$ cat config.mk
export PLATFORM = sky130hd
export DESIGN_NAME = programmable_reflector_flat
export DESIGN_NICKNAME = d
export VERILOG_FILES = /design/src/rtl/programmable_reflector_if.sv /design/src/rtl/programmable_reflector.sv /design/src/flat_wrapper.sv
export SDC_FILE = /design/constraint.sdc
export NUM_CORES = 1
export LEC_CHECK = 0
export ABC_AREA = 1
export BUFFER_PORTS_ARGS = -buffer_cell sky130_fd_sc_hd__buf_2
export CORE_MARGIN = 4
export CORE_UTILIZATION = 40
export CTS_CLUSTER_SIZE = 30
export DETAILED_ROUTE_END_ITERATION = 10
export PLACE_DENSITY = 0.56
export SYNTH_ARGS = -nofsm -noshare
export SYNTH_HDL_FRONTEND = slang
export SYNTH_SLANG_ARGS = --single-unit
$ cat constraint.sdc
create_clock -name clk -period 6.9 [get_ports clk]
set_input_delay 0.69 -clock clk [delete_from_list [all_inputs] [get_ports clk]]
set_output_delay 0.69 -clock clk [all_outputs]
set_load 0.02 [all_outputs]
$ cat src/rtl/programmable_reflector_if.sv
// Handshake bundle for the programmable reflector: wiring
// configuration channel plus the valid/ready lookup path.
interface programmable_reflector_if #(
    parameter int W = 5
);
    logic         cfg_start;
    logic         cfg_valid;
    logic         cfg_ready;
    logic [W-1:0] cfg_a;
    logic [W-1:0] cfg_b;
    logic         cfg_err;
    logic         armed;
    logic         in_valid;
    logic         in_ready;
    logic [W-1:0] in_sym;
    logic         out_valid;
    logic         out_ready;
    logic [W-1:0] out_sym;
    logic         out_err;

    modport master (
        output cfg_start, cfg_valid, cfg_a, cfg_b,
        output in_valid, in_sym, out_ready,
        input  cfg_ready, cfg_err, armed,
        input  in_ready, out_valid, out_sym, out_err
    );

    modport slave (
        input  cfg_start, cfg_valid, cfg_a, cfg_b,
        input  in_valid, in_sym, out_ready,
        output cfg_ready, cfg_err, armed,
        output in_ready, out_valid, out_sym, out_err
    );
endinterface

$ cat src/rtl/programmable_reflector.sv
// Rewirable reflector: runtime-loaded involution table with
// pairwise validated loading and a registered lookup stage.
module programmable_reflector #(
    parameter int N = 26,
    parameter int W = 5
) (
    input logic                     clk,
    input logic                     rst,
    programmable_reflector_if.slave bus
);
    localparam int P  = N / 2;
    localparam int CW = $clog2(P + 1);
    localparam logic [W:0]    NL = (W+1)'(N);
    localparam logic [CW-1:0] PL = CW'(P);

    typedef enum logic { ARMED, LOADING } state_t;

    state_t        state;
    state_t        state_nx;
    logic [W-1:0]  tbl [N];
    logic [N-1:0]  paired;
    logic [CW-1:0] pair_count;
    logic          cfg_err_q;
    logic          live;
    logic          out_valid_q;
    logic [W-1:0]  out_sym_q;
    logic          out_err_q;

    logic a_in;
    logic b_in;
    logic s_in;
    logic a_used;
    logic b_used;
    logic wr;
    logic legal;
    logic last;
    logic in_ready;
    logic accept;

    assign a_in   = {1'b0, bus.cfg_a} < NL;
    assign b_in   = {1'b0, bus.cfg_b} < NL;
    assign s_in   = {1'b0, bus.in_sym} < NL;
    // Out-of-range symbols count as already used so they are rejected
    assign a_used = a_in ? paired[bus.cfg_a] : 1'b1;
    assign b_used = b_in ? paired[bus.cfg_b] : 1'b1;

    assign wr    = bus.cfg_valid && (state == LOADING) && !bus.cfg_start;
    assign legal = (bus.cfg_a != bus.cfg_b) && !a_used && !b_used;
    assign last  = wr && legal && !cfg_err_q
                && (pair_count == PL - CW'(1));

    // live holds lookups off until the first clock after reset
    assign in_ready = (state == ARMED) && live
                   && (!out_valid_q || bus.out_ready);
    assign accept   = bus.in_valid && in_ready;

    assign bus.armed     = (state == ARMED);
    assign bus.cfg_ready = (state == LOADING);
    assign bus.cfg_err   = cfg_err_q;
    assign bus.in_ready  = in_ready;
    assign bus.out_valid = out_valid_q;
    assign bus.out_sym   = out_sym_q;
    assign bus.out_err   = out_err_q;

    // State register
    always_ff @(posedge clk or posedge rst) begin
        if (rst) state <= ARMED;
        else     state <= state_nx;
    end

    // Next state: cfg_start always wins, arm on the completing pair
    always_comb begin
        state_nx = state;
        if (bus.cfg_start) state_nx = LOADING;
        else if (last)     state_nx = ARMED;
    end

    // Wiring table, pairing bookkeeping and sticky error
    always_ff @(posedge clk or posedge rst) begin
        if (rst) begin
            for (int i = 0; i < N; i++) tbl[i] <= W'(N - 1 - i);
            paired     <= '1;
            pair_count <= PL;
            cfg_err_q  <= 1'b0;
        end else if (bus.cfg_start) begin
            paired     <= '0;
            pair_count <= '0;
            cfg_err_q  <= 1'b0;
        end else if (wr) begin
            if (!legal) begin
                cfg_err_q <= 1'b1;
            end else begin
                tbl[bus.cfg_a]    <= bus.cfg_b;
                tbl[bus.cfg_b]    <= bus.cfg_a;
                paired[bus.cfg_a] <= 1'b1;
                paired[bus.cfg_b] <= 1'b1;
                pair_count        <= pair_count + CW'(1);
            end
        end
    end

    // Lookup output register with valid/ready hold
    always_ff @(posedge clk or posedge rst) begin
        if (rst) begin
            live        <= 1'b0;
            out_valid_q <= 1'b0;
            out_sym_q   <= '0;
            out_err_q   <= 1'b0;
        end else begin
            live <= 1'b1;
            if (accept) begin
                out_valid_q <= 1'b1;
                out_sym_q   <= s_in ? tbl[bus.in_sym] : bus.in_sym;
                out_err_q   <= !s_in;
            end else if (bus.out_ready) begin
                out_valid_q <= 1'b0;
            end
        end
    end
endmodule

$ cat src/flat_wrapper.sv
// flat-port wrapper written by rule: the top's interface ports become plain ports
module programmable_reflector_flat 
#(
    parameter int N = 26,
    parameter int W = 5
)
  (clk, rst, bus_cfg_start, bus_cfg_valid, bus_cfg_a, bus_cfg_b, bus_in_valid, bus_in_sym, bus_out_ready, bus_cfg_ready, bus_cfg_err, bus_armed, bus_in_ready, bus_out_valid, bus_out_sym, bus_out_err);
  programmable_reflector_if #(.W(W)) bus_i ();
  input logic clk;
  input logic rst;
  input wire logic [$bits(bus_i.cfg_start)-1:0] bus_cfg_start;
  input wire logic [$bits(bus_i.cfg_valid)-1:0] bus_cfg_valid;
  input wire logic [$bits(bus_i.cfg_a)-1:0] bus_cfg_a;
  input wire logic [$bits(bus_i.cfg_b)-1:0] bus_cfg_b;
  input wire logic [$bits(bus_i.in_valid)-1:0] bus_in_valid;
  input wire logic [$bits(bus_i.in_sym)-1:0] bus_in_sym;
  input wire logic [$bits(bus_i.out_ready)-1:0] bus_out_ready;
  output wire logic [$bits(bus_i.cfg_ready)-1:0] bus_cfg_ready;
  output wire logic [$bits(bus_i.cfg_err)-1:0] bus_cfg_err;
  output wire logic [$bits(bus_i.armed)-1:0] bus_armed;
  output wire logic [$bits(bus_i.in_ready)-1:0] bus_in_ready;
  output wire logic [$bits(bus_i.out_valid)-1:0] bus_out_valid;
  output wire logic [$bits(bus_i.out_sym)-1:0] bus_out_sym;
  output wire logic [$bits(bus_i.out_err)-1:0] bus_out_err;
  assign bus_i.cfg_start = bus_cfg_start;
  assign bus_i.cfg_valid = bus_cfg_valid;
  assign bus_i.cfg_a = bus_cfg_a;
  assign bus_i.cfg_b = bus_cfg_b;
  assign bus_i.in_valid = bus_in_valid;
  assign bus_i.in_sym = bus_in_sym;
  assign bus_i.out_ready = bus_out_ready;
  assign bus_cfg_ready = bus_i.cfg_ready;
  assign bus_cfg_err = bus_i.cfg_err;
  assign bus_armed = bus_i.armed;
  assign bus_in_ready = bus_i.in_ready;
  assign bus_out_valid = bus_i.out_valid;
  assign bus_out_sym = bus_i.out_sym;
  assign bus_out_err = bus_i.out_err;
  programmable_reflector #(.N(N), .W(W)) u_core (.clk(clk), .rst(rst), .bus(bus_i));
endmodule
==> summary.md <==
| Metric | Value |
|---|---|
| Outcome | finished clean |
| Die width | 171 µm |
| Synth Area in Compound Gates | ~12% |
| DR iter-0 viols | around 1100 |
| Switching Power | roughly 770 µW |
| Crit-path cells | buf_2 -> inv_2 -> nor2_1 -> nand3_1 -> nand2_1 -> inv_1 -> nand2_1 -> nor2_1 -> nand2_1 -> nor2_4 -> buf_12 -> nand3_2 -> nand2_1 -> nand2_1 |
| CP required | 7.24 ns |
| RSZ-0062 raised after global routing | false |
| RePlAce Congestion | 0.933 |
| Max-capacitance violation count | 0 |
| Power Total | roughly 2400 µW |
| Critical-path maximum fanout | 66 |
| Synth Flop Type | dfstp_2 |
| #FFs+latches synth | 170 |
| Clock network power share | ~38% |
| Vias in the first global route | just over 10000 |
| Maximum clock frequency | roughly 240 MHz |
| Hold violation count in the final report | 0 |
| GRT Residual Overflow | 0 |
| Pwr dens | 213 nW/µm² |
| Slew Viols, Final | 0 |
| # clock sinks | 170 |
| Initial antenna violation count | 0 |
| Post-synthesis cell area | 10600 µm² |
| TritonCTS clock tree | yes |
| Period utilization | approximately 60% |
| Core region area | ~26000 µm² |
| Post-CTS resize count | 0 |
| Final setup vio count | 0 |
| Setup_tns | 0 ns |
| Adder-cell share of the synthesized area | less than 1% |
| N_diodes | 0 |
| Yosys warns | 0 |
| Ports | 32 |
| CP Capture Type | register |
| Routed vias | 10700 |
| Post-DRT Antenna Nets | 0 |
| Synth cell types | 32 |
| Skew-Pair Late Insertion Delay | 0.45 ns |
| Simple-Gate Fraction of Synth Area | 38.7% |
| Worst setup SP type | input pin |
| Seq pwr share | 46.5% |
| Layout cell share with drive strength beyond 1 | between 10% and 20% |
| Starting density of the core | between 40% and 50% |
| Die area | a little under 30000 µm² |
| Main combinational cell family by area after synthesis | simple AND/OR/NAND/NOR gates |
| Switching share of total power | 31.8% |
| Port buffer count | 31 |
| Clock-pin slew on the worst setup and hold paths | approximately 0.07 ns |
| Fill cells | 2736 |
| Post-placement cell area | 10800 µm² |
| WS Path Type | in2reg |
| Max Root-Sink Buffers | 2 |
| Multi-input logic area | 5450 µm² |
| Tmin final | between 4 and 5 ns |
| Nets | roughly 1500 |
| Worst hold path class | in2reg |
| DPL Wire Length | roughly 24 mm |
| CTS Hold Bufs | 0 |
| Slowest cell on crit path | nor2_4 |
| Detailed Route WL | around 38 mm |
| DR WL/cell | slightly above 20 µm |
| Post-CTS Setup Bufs | 0 |
| Root buf cell | clkbuf_16 |
| Clock Skew | 0.0107 ns |
| H-tree levels | 4 |
| Seq/Total Area, Yosys | between 40% and 50% |
| Mapped Avg Cell Area | ~7.0 µm² |
| Crit-path max cell delay | about 0.85 ns |
| Internal | approximately 1600 µW |
| Die height | approximately 170 µm |
| Syn Nets | 1532 |
| CTS Buf Count | 17 |
| CP dominant cell by count | nand2_1 |
| First drt pass iteration count | 5 |
| Critical Path AT | 4.47 ns |
| FF/Latch Area | ~4400 µm² |
| First-pass GRT wire length | roughly 59 mm |
| # rows | 59 |
| Synth async-reset ratio | 100% |
| Mux contribution to synthesized area | less than 1% |
| Vias/cell | between 5 and 6 |
| LEAKAGE | ~0.0056 µW |
| Critical path's top delay family | simple AND/OR/NAND/NOR gates |
| WP buf/inv | 4 |
| Number of enable flip-flop cells after synthesis | 0 |
| Worst-margin pin slew | approximately 1.1 ns |
| Post-route design area | approximately 11000 µm² |
| Comb power frac | 16.0% |
| GRT Total Usage | a little over a quarter |
| Mapped Cells | around 1500 |
| Post-route DRC | 0 |
| Max VDD drop | between 0.1 and 0.15 mV |
| Post-synthesis xor/xnor area fraction | less than 1% |
| Synth-to-layout area growth | 7.09% |
| Pin count of the biggest net entering global routing | 106 |
| Max-Slew Margin vs Limit | between 20% and 30% |
path summary, 6_finish.rpt:
check / end / startpoint / cells after the start / slack [ns]
max: u_core.tbl[88] / bus_cfg_a[0] / 14 / 2.77
min: u_core.bus.out_valid / bus_out_ready / 2 / 0.43
max reg2reg: u_core.tbl[88] / u_core.paired[18] / 13 / 4.09
min reg2reg: u_core.tbl[119] / u_core.tbl[119] / 2 / 0.46
max in group asynchronous: u_core.tbl[44] / rst / 3 / 4.94
min in group asynchronous: u_core.bus.out_valid / rst / 2 / 0.47
cells in the mapped netlist, types with 4 or more instances:
cell type / instances / area share (%)
clkbuf_1: 64 / 2.3
dfstp_2: 86 / 21
buf_6: 7 / 0.74
nand4_1: 137 / 8.1
buf_4: 6 / 0.43
o21ai_0: 82 / 3.9
dfrtp_1: 84 / 20
a31oi_1: 5 / 0.30
nand3_1: 47 / 2.2
nor2_1: 98 / 3.5
nand2_1: 596 / 21
buf_1: 4 / 0.14
nor3_1: 14 / 0.66
a21oi_1: 31 / 1.5
buf_2: 18 / 0.85
inv_2: 6 / 0.21
o211ai_1: 24 / 1.7
inv_1: 77 / 2.7
or2_2: 5 / 0.30
nand3_2: 26 / 2.5
o22ai_1: 78 / 4.6
logic make-up after synthesis:
kind of cell,Yosys count
AO/OA/AOI/OAI,222
XOR/XNOR,3
adder cells (fa/ha/maj),2
buffers and inverters,182
flip-flops,170
multiplexers,1
other,1
AND/OR/NAND/NOR,928
worst register-to-register path: cells and delay by family (launching register included):
family	cells	cell delay [ns]
buffers and inverters	1	0.37
flip-flops	1	0.39
AND/OR/NAND/NOR	12	1.95
placed cells by master (no fill, tap or decap), drive strengths merged:
cell	count
nor3	15
xnor2	2
o21ai	83
nand3b	1
a31oi	5
o211ai	24
a21oi	31
dfrtp	84
nand2	596
clkinvlp	4
clkinv	5
mux2i	1
buf	42
nand3	73
xor2	1
ha	2
dfstp	86
or2	5
conb	1
nor2	101
clkbuf	22
o221ai	1
o22ai	78
nand4	137
inv	84
layout make-up:
cell class	instances	share of cell area (%)
multi-input cells	1157	48.1
flip-flops and latches	170	38.5
clock buffers	22	4.01
well taps	335	3.70
inverters	83	2.79
repair buffers	42	2.32
clock inverters	10	0.629
state kept, by name, indices dropped and copies added (netlist names), 4 cells and up:
signal,flops
u_core.pair_count,4
u_core.paired,26
u_core.tbl,130
u_core.bus.out_sym,5
power groups by stage:
stage          Sequential, µW  Clock [µW]  Combinational, µW
3_5_place_dp             1140           0                382
4_1_cts                  1130         917                383
6_report                 1130         907                386
2_1_floorplan            1130           0                271
3_3_place_gp             1140           0                377
5_1_grt                  1130         960                426
stage by stage:
step	hold slack, ns	std cells	util, %	setup WS (ns)
finish	0.427	1819	43.5	2.77
CTS	0.418	1819	43.5	2.83
floorplan	0.434	1509	-	1.75
detailed placement	0.453	1787	41.5	2.38
global route	0.426	1819	43.5	2.59
global placement	0.449	1787	41.5	2.45
metal layers:
metal  track usage [%]  vias to the layer above  part of all wire, %
met4              8.19                        0                  2.4
li1                  -                     5030                    -
met3              4.94                       81                  8.1
met1              36.3                     5106                   44
met2              41.3                      472                   46
met5                 0                        -                    0
(Power assumes the default switching activity.)
